==> src/rtl/bias_add_array.sv <==
// bias_add_array: per-channel bias adder placed between the kernel accumulators
// and the activation/requantisation stage. Each of CH channels owns a signed
// bias register. The data path is a two-stage valid/ready pipeline:
//   S1 holds the biased sum at AC_BW+1 bits.
//   S2 holds the result sized to AB_BW bits, saturated when narrower.
// Optional build macro: BIAS_RELU_EN. When defined, negative results are forced
// to zero after saturation. The saturation flags are left untouched.
module bias_add_array #(
  parameter int CH    = 25,
  parameter int AC_BW = 24,
  parameter int B_BW  = 8,
  parameter int AB_BW = 25,
  parameter int BA_W  = 5
) (
  input  logic                clk,
  input  logic                rst,
  input  logic                en,
  input  logic                bias_we,
  input  logic [BA_W-1:0]     bias_waddr,
  input  logic [B_BW-1:0]     bias_wdata,
  input  logic                i_valid,
  output logic                i_ready,
  input  logic [CH*AC_BW-1:0] i_acc,
  output logic                o_valid,
  input  logic                o_ready,
  output logic [CH*AB_BW-1:0] o_acc_bias,
  output logic [CH-1:0]       o_sat
);

  // Width of the exact biased sum; adding a B_BW <= AC_BW bias cannot overflow it.
  localparam int S = AC_BW + 1;

  logic [B_BW-1:0]  bias_r   [CH];
  logic             adv_s;
  logic             s1_v_r;
  logic [S-1:0]     s1_sum_r [CH];
  logic [S-1:0]     sum_s    [CH];
  logic [AB_BW-1:0] sized_s  [CH];
  logic [CH-1:0]    sat_s;
  logic [AB_BW-1:0] res_s    [CH];

  // Pipeline advance: enabled, not in reset, and the output slot is empty or being drained.
  always_comb begin
    adv_s = en & (~o_valid | o_ready) & ~rst;
  end

  assign i_ready = adv_s;

  // Bias bank write port; it runs regardless of en and of pipeline state.
  // Addresses >= CH match no channel and are therefore dropped.
  always_ff @(posedge clk) begin
    if (rst) begin
      for (int k = 0; k < CH; k++) begin
        bias_r[k] <= {B_BW{1'b0}};
      end
    end else if (bias_we) begin
      for (int k = 0; k < CH; k++) begin
        if (bias_waddr == BA_W'(k)) begin
          bias_r[k] <= bias_wdata;
        end
      end
    end
  end

  // Stage-1 adder: both operands are sign-extended to S bits.
  // The adder reads the bank as it stands before any same-cycle write lands.
  always_comb begin
    for (int k = 0; k < CH; k++) begin
      sum_s[k] = S'($signed(i_acc[k*AC_BW +: AC_BW])) + S'($signed(bias_r[k]));
    end
  end

  // Stage-1 register. Capturing the sum freezes this beat's bias snapshot,
  // so later bias writes cannot alter a beat already in flight.
  always_ff @(posedge clk) begin
    if (rst) begin
      s1_v_r <= 1'b0;
      for (int k = 0; k < CH; k++) begin
        s1_sum_r[k] <= {S{1'b0}};
      end
    end else if (adv_s) begin
      s1_v_r <= i_valid;
      for (int k = 0; k < CH; k++) begin
        s1_sum_r[k] <= sum_s[k];
      end
    end
  end

  generate
    if (AB_BW >= S) begin : g_wide
      // Output is at least as wide as the sum: sign-extend, never saturate.
      always_comb begin
        sat_s = {CH{1'b0}};
        for (int k = 0; k < CH; k++) begin
          sized_s[k] = AB_BW'($signed(s1_sum_r[k]));
        end
      end
    end else begin : g_narrow
      // Number of top sum bits that must all equal the sign for the value to fit.
      localparam int HB = S - AB_BW + 1;

      // Clamp each sum to the AB_BW signed range and flag the channels that were clamped.
      always_comb begin
        sat_s = {CH{1'b0}};
        for (int k = 0; k < CH; k++) begin
          sized_s[k] = s1_sum_r[k][AB_BW-1:0];
          if ((s1_sum_r[k][S-1:AB_BW-1] != {HB{1'b0}}) &&
              (s1_sum_r[k][S-1:AB_BW-1] != {HB{1'b1}})) begin
            sat_s[k] = 1'b1;
            if (s1_sum_r[k][S-1]) begin
              sized_s[k] = {1'b1, {(AB_BW-1){1'b0}}};
            end else begin
              sized_s[k] = {1'b0, {(AB_BW-1){1'b1}}};
            end
          end else begin
            sat_s[k] = 1'b0;
          end
        end
      end
    end
  endgenerate

  // Optional rectification applied after saturation; the saturation flags pass through unchanged.
  always_comb begin
    for (int k = 0; k < CH; k++) begin
`ifdef BIAS_RELU_EN
      if (sized_s[k][AB_BW-1]) begin
        res_s[k] = {AB_BW{1'b0}};
      end else begin
        res_s[k] = sized_s[k];
      end
`else
      res_s[k] = sized_s[k];
`endif
    end
  end

  // Stage-2 output register. Every output holds while the pipeline is stalled.
  always_ff @(posedge clk) begin
    if (rst) begin
      o_valid    <= 1'b0;
      o_acc_bias <= {(CH*AB_BW){1'b0}};
      o_sat      <= {CH{1'b0}};
    end else if (adv_s) begin
      o_valid <= s1_v_r;
      o_sat   <= sat_s;
      for (int k = 0; k < CH; k++) begin
        o_acc_bias[k*AB_BW +: AB_BW] <= res_s[k];
      end
    end
  end

endmodule

==> config.mk <==
export PLATFORM = sky130hd
export DESIGN_NAME = bias_add_array
export DESIGN_NICKNAME = d
export VERILOG_FILES = /design/src/rtl/bias_add_array.sv
export SDC_FILE = /design/constraint.sdc
export NUM_CORES = 2
export LEC_CHECK = 0
export BUFFER_PORTS_ARGS = -buffer_cell sky130_fd_sc_hd__buf_2
export CORE_AREA = 2 2 497 499
export DETAILED_ROUTE_END_ITERATION = 16
export DIE_AREA = 0 0 499 501
export GPL_TIMING_DRIVEN = 0
export SLEW_MARGIN = 20
export SYNTH_ARGS = -nofsm -noshare
export SYNTH_HDL_FRONTEND = slang
export SYNTH_SLANG_ARGS = --single-unit
export TNS_END_PERCENT = 20
==> constraint.sdc <==
create_clock -name clk -period 13.7 [get_ports clk]
set_clock_uncertainty 0.05 [all_clocks]
set_input_delay 0.685 -clock clk [delete_from_list [all_inputs] [get_ports clk]]
set_output_delay 0.685 -clock clk [all_outputs]
set_load 0.02 [all_outputs]
# --- After elaboration in Yosys (flattened, before gate mapping) ---
# Memories as Yosys holds them, arrays and structs flattened. A register that Yosys moved wholly into a read port is not among the register bits.
# Cells that the tools add are included.
word_totals:
  ff_bits: 2
  ramBits: 825
  inputBits: 619
  word_cells: 264
  mem_count: 2
classes:
  n_addsub: 25
  n_eq_ne: 24
  mux: 155
  n_bitwise: 55
  reduce_logical: 1
mem_list:
  columns: ["memory", "words", "width", "rd", "rd_ports_with_merged_regs", "wr", "line_no", "rtl"]
  rows:
  - ["s1_sum_r", 25, 25, 25, 25, 25, "36", "logic [S-1:0] s1_sum_r [CH];"]
  - ["bias_r", 25, 8, 25, 0, 25, "33", "logic [B_BW-1:0] bias_r [CH];"]
ops:
  columns: ["operator", "n"]
  rows:
  - ["24-bit by 8-bit adder with 25-bit output", 25]
  - ["25-bit two-way mux", 25]
  - ["8-bit two-way mux", 25]
  - ["1-bit two-way mux", 105]
  - ["1-bit bitwise OR", 51]
  - ["5-bit == test (second input constant)", 9]
  - ["5-bit by 4-bit == test with 1-bit output (second input constant)", 8]
  - ["5-bit by 3-bit == test with 1-bit output (second input constant)", 4]
  - ["5-bit by 2-bit == test with 1-bit output (second input constant)", 2]
  - ["5-bit by 1-bit == test with 1-bit output (second input constant)", 1]
  - ["5-bit zero test", 1]
  - ["1-bit bitwise AND", 2]
  - ["1-bit inverter", 2]

# --- Logic depth before layout (Yosys ltp) ---
depth:
  depth_word: 8
  mapped_depth: 13

# --- Worst setup path after synthesis ---
# No wires, ideal clock.
synth_path:
  path_kind: "input -> register"
  from: "input port rst"
  to: "memory s1_sum_r[0][0] (netlist bit) (enable)"
  setup_ps: 966
  arrival_ps: 13270
  required_time_ps: 12684
  path_slack_ps: -587
  stages: 5
  n_path_buf: 3
  path_cell_list: "clkbuf_1 -> nor2b_1 -> clkbuf_1 -> clkbuf_1 -> inv_1"
synth_lines:
  columns: ["element", "line_no", "rtl"]
  rows:
  - ["start, declared", "16", "input logic rst,"]
  - ["end, declared", "36", null]

# --- Worst setup path after layout ---
layout_path:
  from: "register o_valid"
  to: "output port i_ready"
layout_via:
  elab_chain_len: 4
layout_rtl:
  columns: ["element", "line_no", "rtl"]
  rows:
  - ["start, declared", "24", "output logic o_valid,"]
  - ["start signal, assigned", "145", "o_valid <= s1_v_r;"]
  - ["1-bit inverter", "44", "adv_s = en & (~o_valid | o_ready) & ~rst;"]
  - ["1-bit bitwise OR", "44", null]
  - ["1-bit bitwise AND (2 in a row)", "44", null]
  - ["end, declared", "22", "output logic i_ready,"]
# No other way between the ends.

==> impl_metrics.env <==
export IMPL_status="finished clean"
export IMPL_place_area_mm2=0.0860
export IMPL_antenna_found_initial=182
export IMPL_r2r_start="o_valid$_SDFFE_PP0P_"
export IMPL_max_slew_worst_pin_slew_ns=1.11
export IMPL_cp_slowest_cell="clkbuf_4"
export IMPL_internal_power_w=0.00873
export IMPL_hpwlAfterDp_mm=250
export IMPL_cts_made_buffers=168
export IMPL_start_kind="register"
export IMPL_slew_headroom_pct=25.8
export IMPL_grt_max_degree=36
export IMPL_coreArea_mm2=0.245
export IMPL_fin_crit_ns=5.26
export IMPL_wirelength_mm=306
export IMPL_dieArea_mm2=0.250
export IMPL_ys_warn_count=0
export IMPL_syn_area_mm2=0.0744
export IMPL_drc_errors=0
export IMPL_instances_no_fill=11806
export IMPL_swShare_pct=30.1
export IMPL_rows=182
export IMPL_cts_sinks=1452
export IMPL_grt_overflow=0
export IMPL_synth_cells=6849
export IMPL_clkTransAtPathRegs_ns=0.06
export IMPL_synth_edf_count=825
export IMPL_die_h_um=501
export IMPL_cts_tree="done"
export IMPL_dr_pass1_iters=6
export IMPL_root_buffer="clkbuf_16"
export IMPL_layout_nets=9588
export IMPL_drtAntennaViolNets=0
export IMPL_slew_violations=0
export IMPL_fin_crit_sh_pct=38.4
export IMPL_ir_drop_v=0.000116
export IMPL_place_gp_congestion=0.948
export IMPL_reg2regPathDepth=13
export IMPL_worst_endpoint_arrival_ns=4.53
export IMPL_setup_slack_ns=8.44
export IMPL_synth_cell_type_count=92
export IMPL_synth_seq_area_share_pct=50.2
export IMPL_cts_buffer_depth=3
export IMPL_die_w_um=499
export IMPL_synth_ff_type="edfxtp_1"
export IMPL_portBuffers=1243
export IMPL_grt_pass1_vias=59216
export IMPL_power_frac_seq_pct=42.1
export IMPL_p_leak_nw=40.4
export IMPL_synth_async_sr_flop_share_pct=0
export IMPL_post_place_cells=11392
export IMPL_critical_path_max_fanout=12
export IMPL_finalSetupViolations=0
export IMPL_syn_avg_cell_area_um2=10.9
export IMPL_vias=61239
export IMPL_cpPeakStageDelay_ns=0.64
export IMPL_holdCritPathClass="in2reg"
export IMPL_wl_per_cell_um=25.9
export IMPL_crit_path_cell_trace="inv_1 > o21ai_4 > or2_2 > clkbuf_1 > inv_1 > clkbuf_4 > clkbuf_4 > buf_2 > buf_12 > buf_2"
export IMPL_worstReg2RegEnd="s1_sum_r[0][235]$_SDFFCE_PN0P_"
export IMPL_start_util_pct=30.4
export IMPL_drtIter0Drc=4714
export IMPL_p_switching_w=0.00375
export IMPL_worstPathRequired_ns=12.97
export IMPL_htree_levels=4
export IMPL_grt_total_usage_pct=23.4
export IMPL_ys_seq_elements=1452
export IMPL_vias_per_cell=5.19
export IMPL_syn2layout_area_growth_pct=23.8
export IMPL_grt_pass1_wl_mm=424
export IMPL_p_clk_share_pct=37.6
export IMPL_rsz0062_at_grt="no"
export IMPL_timing_fmax_mhz=190
export IMPL_combPwrFrac_pct=20.3
export IMPL_min_delay_start="i_acc[384]"
export IMPL_worst_skew_pair_late_latency_ns=0.85
export IMPL_pre_cts_ws_ns=8.34
export IMPL_whs_ns=0.196
export IMPL_final_cell_area_mm2=0.0920
export IMPL_hold_path_depth=3
export IMPL_finalHoldViolations=0
export IMPL_worst_setup_path_end_kind="primary output"
export IMPL_maxCapViolations=0
export IMPL_power_density_mw_per_mm2=136
export IMPL_path_class="reg2out"
export IMPL_holdPathEnd="s1_sum_r[1][0]$_SDFFCE_PN0P_"
export IMPL_ff2ff_setup_slack_ns=9.11
export IMPL_drive_gt1_share_pct=20.3
export IMPL_io_pins=1271
[synth_stat cells (85+ instances only)]
cell type	count	area [um2]
nor2_1	862	3240
edfxtp_1	825	24800
a22o_1	628	5500
dfxtp_1	627	12600
ha_1	600	7510
a21oi_1	444	2220
a21o_1	278	2090
clkbuf_1	270	1010
nand2_1	258	968
xnor2_1	256	2240
o21ai_0	251	1260
xor2_1	218	1910
inv_1	127	477
nand2b_1	101	632
nand3_1	96	480
nor2b_1	90	563
nor3_1	85	425
[worst max-delay path by stage]
stage,start,end
CTS,o_valid$_SDFFE_PP0P_,i_ready
global route,o_valid$_SDFFE_PP0P_,i_ready
global placement,o_ready,s1_sum_r[0][69]$_SDFFCE_PN0P_
finish,o_valid$_SDFFE_PP0P_,i_ready
detailed placement,o_ready,s1_sum_r[0][248]$_SDFFCE_PN0P_
floorplan,o_ready,s1_sum_r[0][0]$_SDFFCE_PN0P_
[cells by family (layout without fill, tap and decap cells)]
kind of cell	Yosys count	count (layout)	share of synthesized area, %
fa+ha+maj	625	625	10.8
xor+xnor	474	474	5.58
other cells	1	120	0.00504
mux	3	3	0.0404
buf+inv	432	2050	2.31
simple gates	1772	1772	11.0
flops	1452	1452	50.2
compound gates	2090	2090	20.1
[routing by layer]
layer,track usage (%),share of wire (%),vias to the layer above
met1,26.9,39,29338
met5,0,0.27,-
met2,39.4,47,2425
met3,7.61,8.8,632
li1,-,-,28714
met4,11.2,5.0,130
[power by group through the flow]
stage	Clock [W]	Sequential (W)	Combinational [W]
4_1_cts	0.00477	0.00525	0.00253
3_3_place_gp	0	0.00539	0.00245
2_1_floorplan	0	0.00544	0.00152
5_1_grt	0.00494	0.00529	0.00277
3_5_place_dp	0	0.00534	0.00252
6_report	0.00469	0.00525	0.00253
[final cells by class]
type | count | area, um2
multi-input combinational | 4989 | 35400
clock buffer | 230 | 4870
buffer | 305 | 1310
inverter | 127 | 480
tap | 3220 | 4030
fill | 24132 | 153000
timing repair buffer | 1301 | 7420
sequential | 1452 | 37300
antenna | 95 | 238
clock inverter | 87 | 931
[worst max-delay path: cells and delay by family (launching register included)]
family                 cells  cell delay, ns
and+or+nand+nor            1            0.32
AOI/OAI and AO/OA          1            0.18
buffers and inverters      8            2.75
DFF                        1            0.31
[timing repair]
item                      CTS  global route
hold endpoints to repair    1             0
gates resized for setup     0             0
buffers inserted            0             0
hold buffers                1             0
[sequential cells by signal (all words and copies together) (netlist names)]
| signal | cells |
|---|---|
| o_valid | 1 |
| s1_sum_r | 625 |
| s1_v_r | 1 |
| bias_r | 200 |
| o_acc_bias | 625 |
[placed cells by master, fill, tap and decap left out, types with 90 or more instances in the layout]
cell type,Yosys,final
edfxtp_1,825,825
nand2b_1,101,101
nand2_1,258,258
a22o_1,628,628
nand3_1,96,96
inv_1,127,126
o21ai_0,251,249
clkbuf_1,270,254
buf_2,1,1248
dfxtp_1,627,627
xnor2_1,256,256
a21o_1,278,278
xor2_1,218,218
clkbuf_16,0,179
nor2_1,862,858
a21oi_1,444,444
ha_1,600,600
nor2b_1,90,90
diode_2,0,95
[through the flow]
stage | power, W | util (%) | TNS [ns]
2_1_floorplan | 0.00696 | - | 0
3_5_place_dp | 0.00786 | 35.1 | 0
5_1_grt | 0.0130 | 37.5 | 0
4_1_cts | 0.0126 | 37.5 | 0
6_report | 0.0125 | 37.6 | 0
3_3_place_gp | 0.00784 | 34.6 | -4375.75
Power figures use the tool's default switching activity.
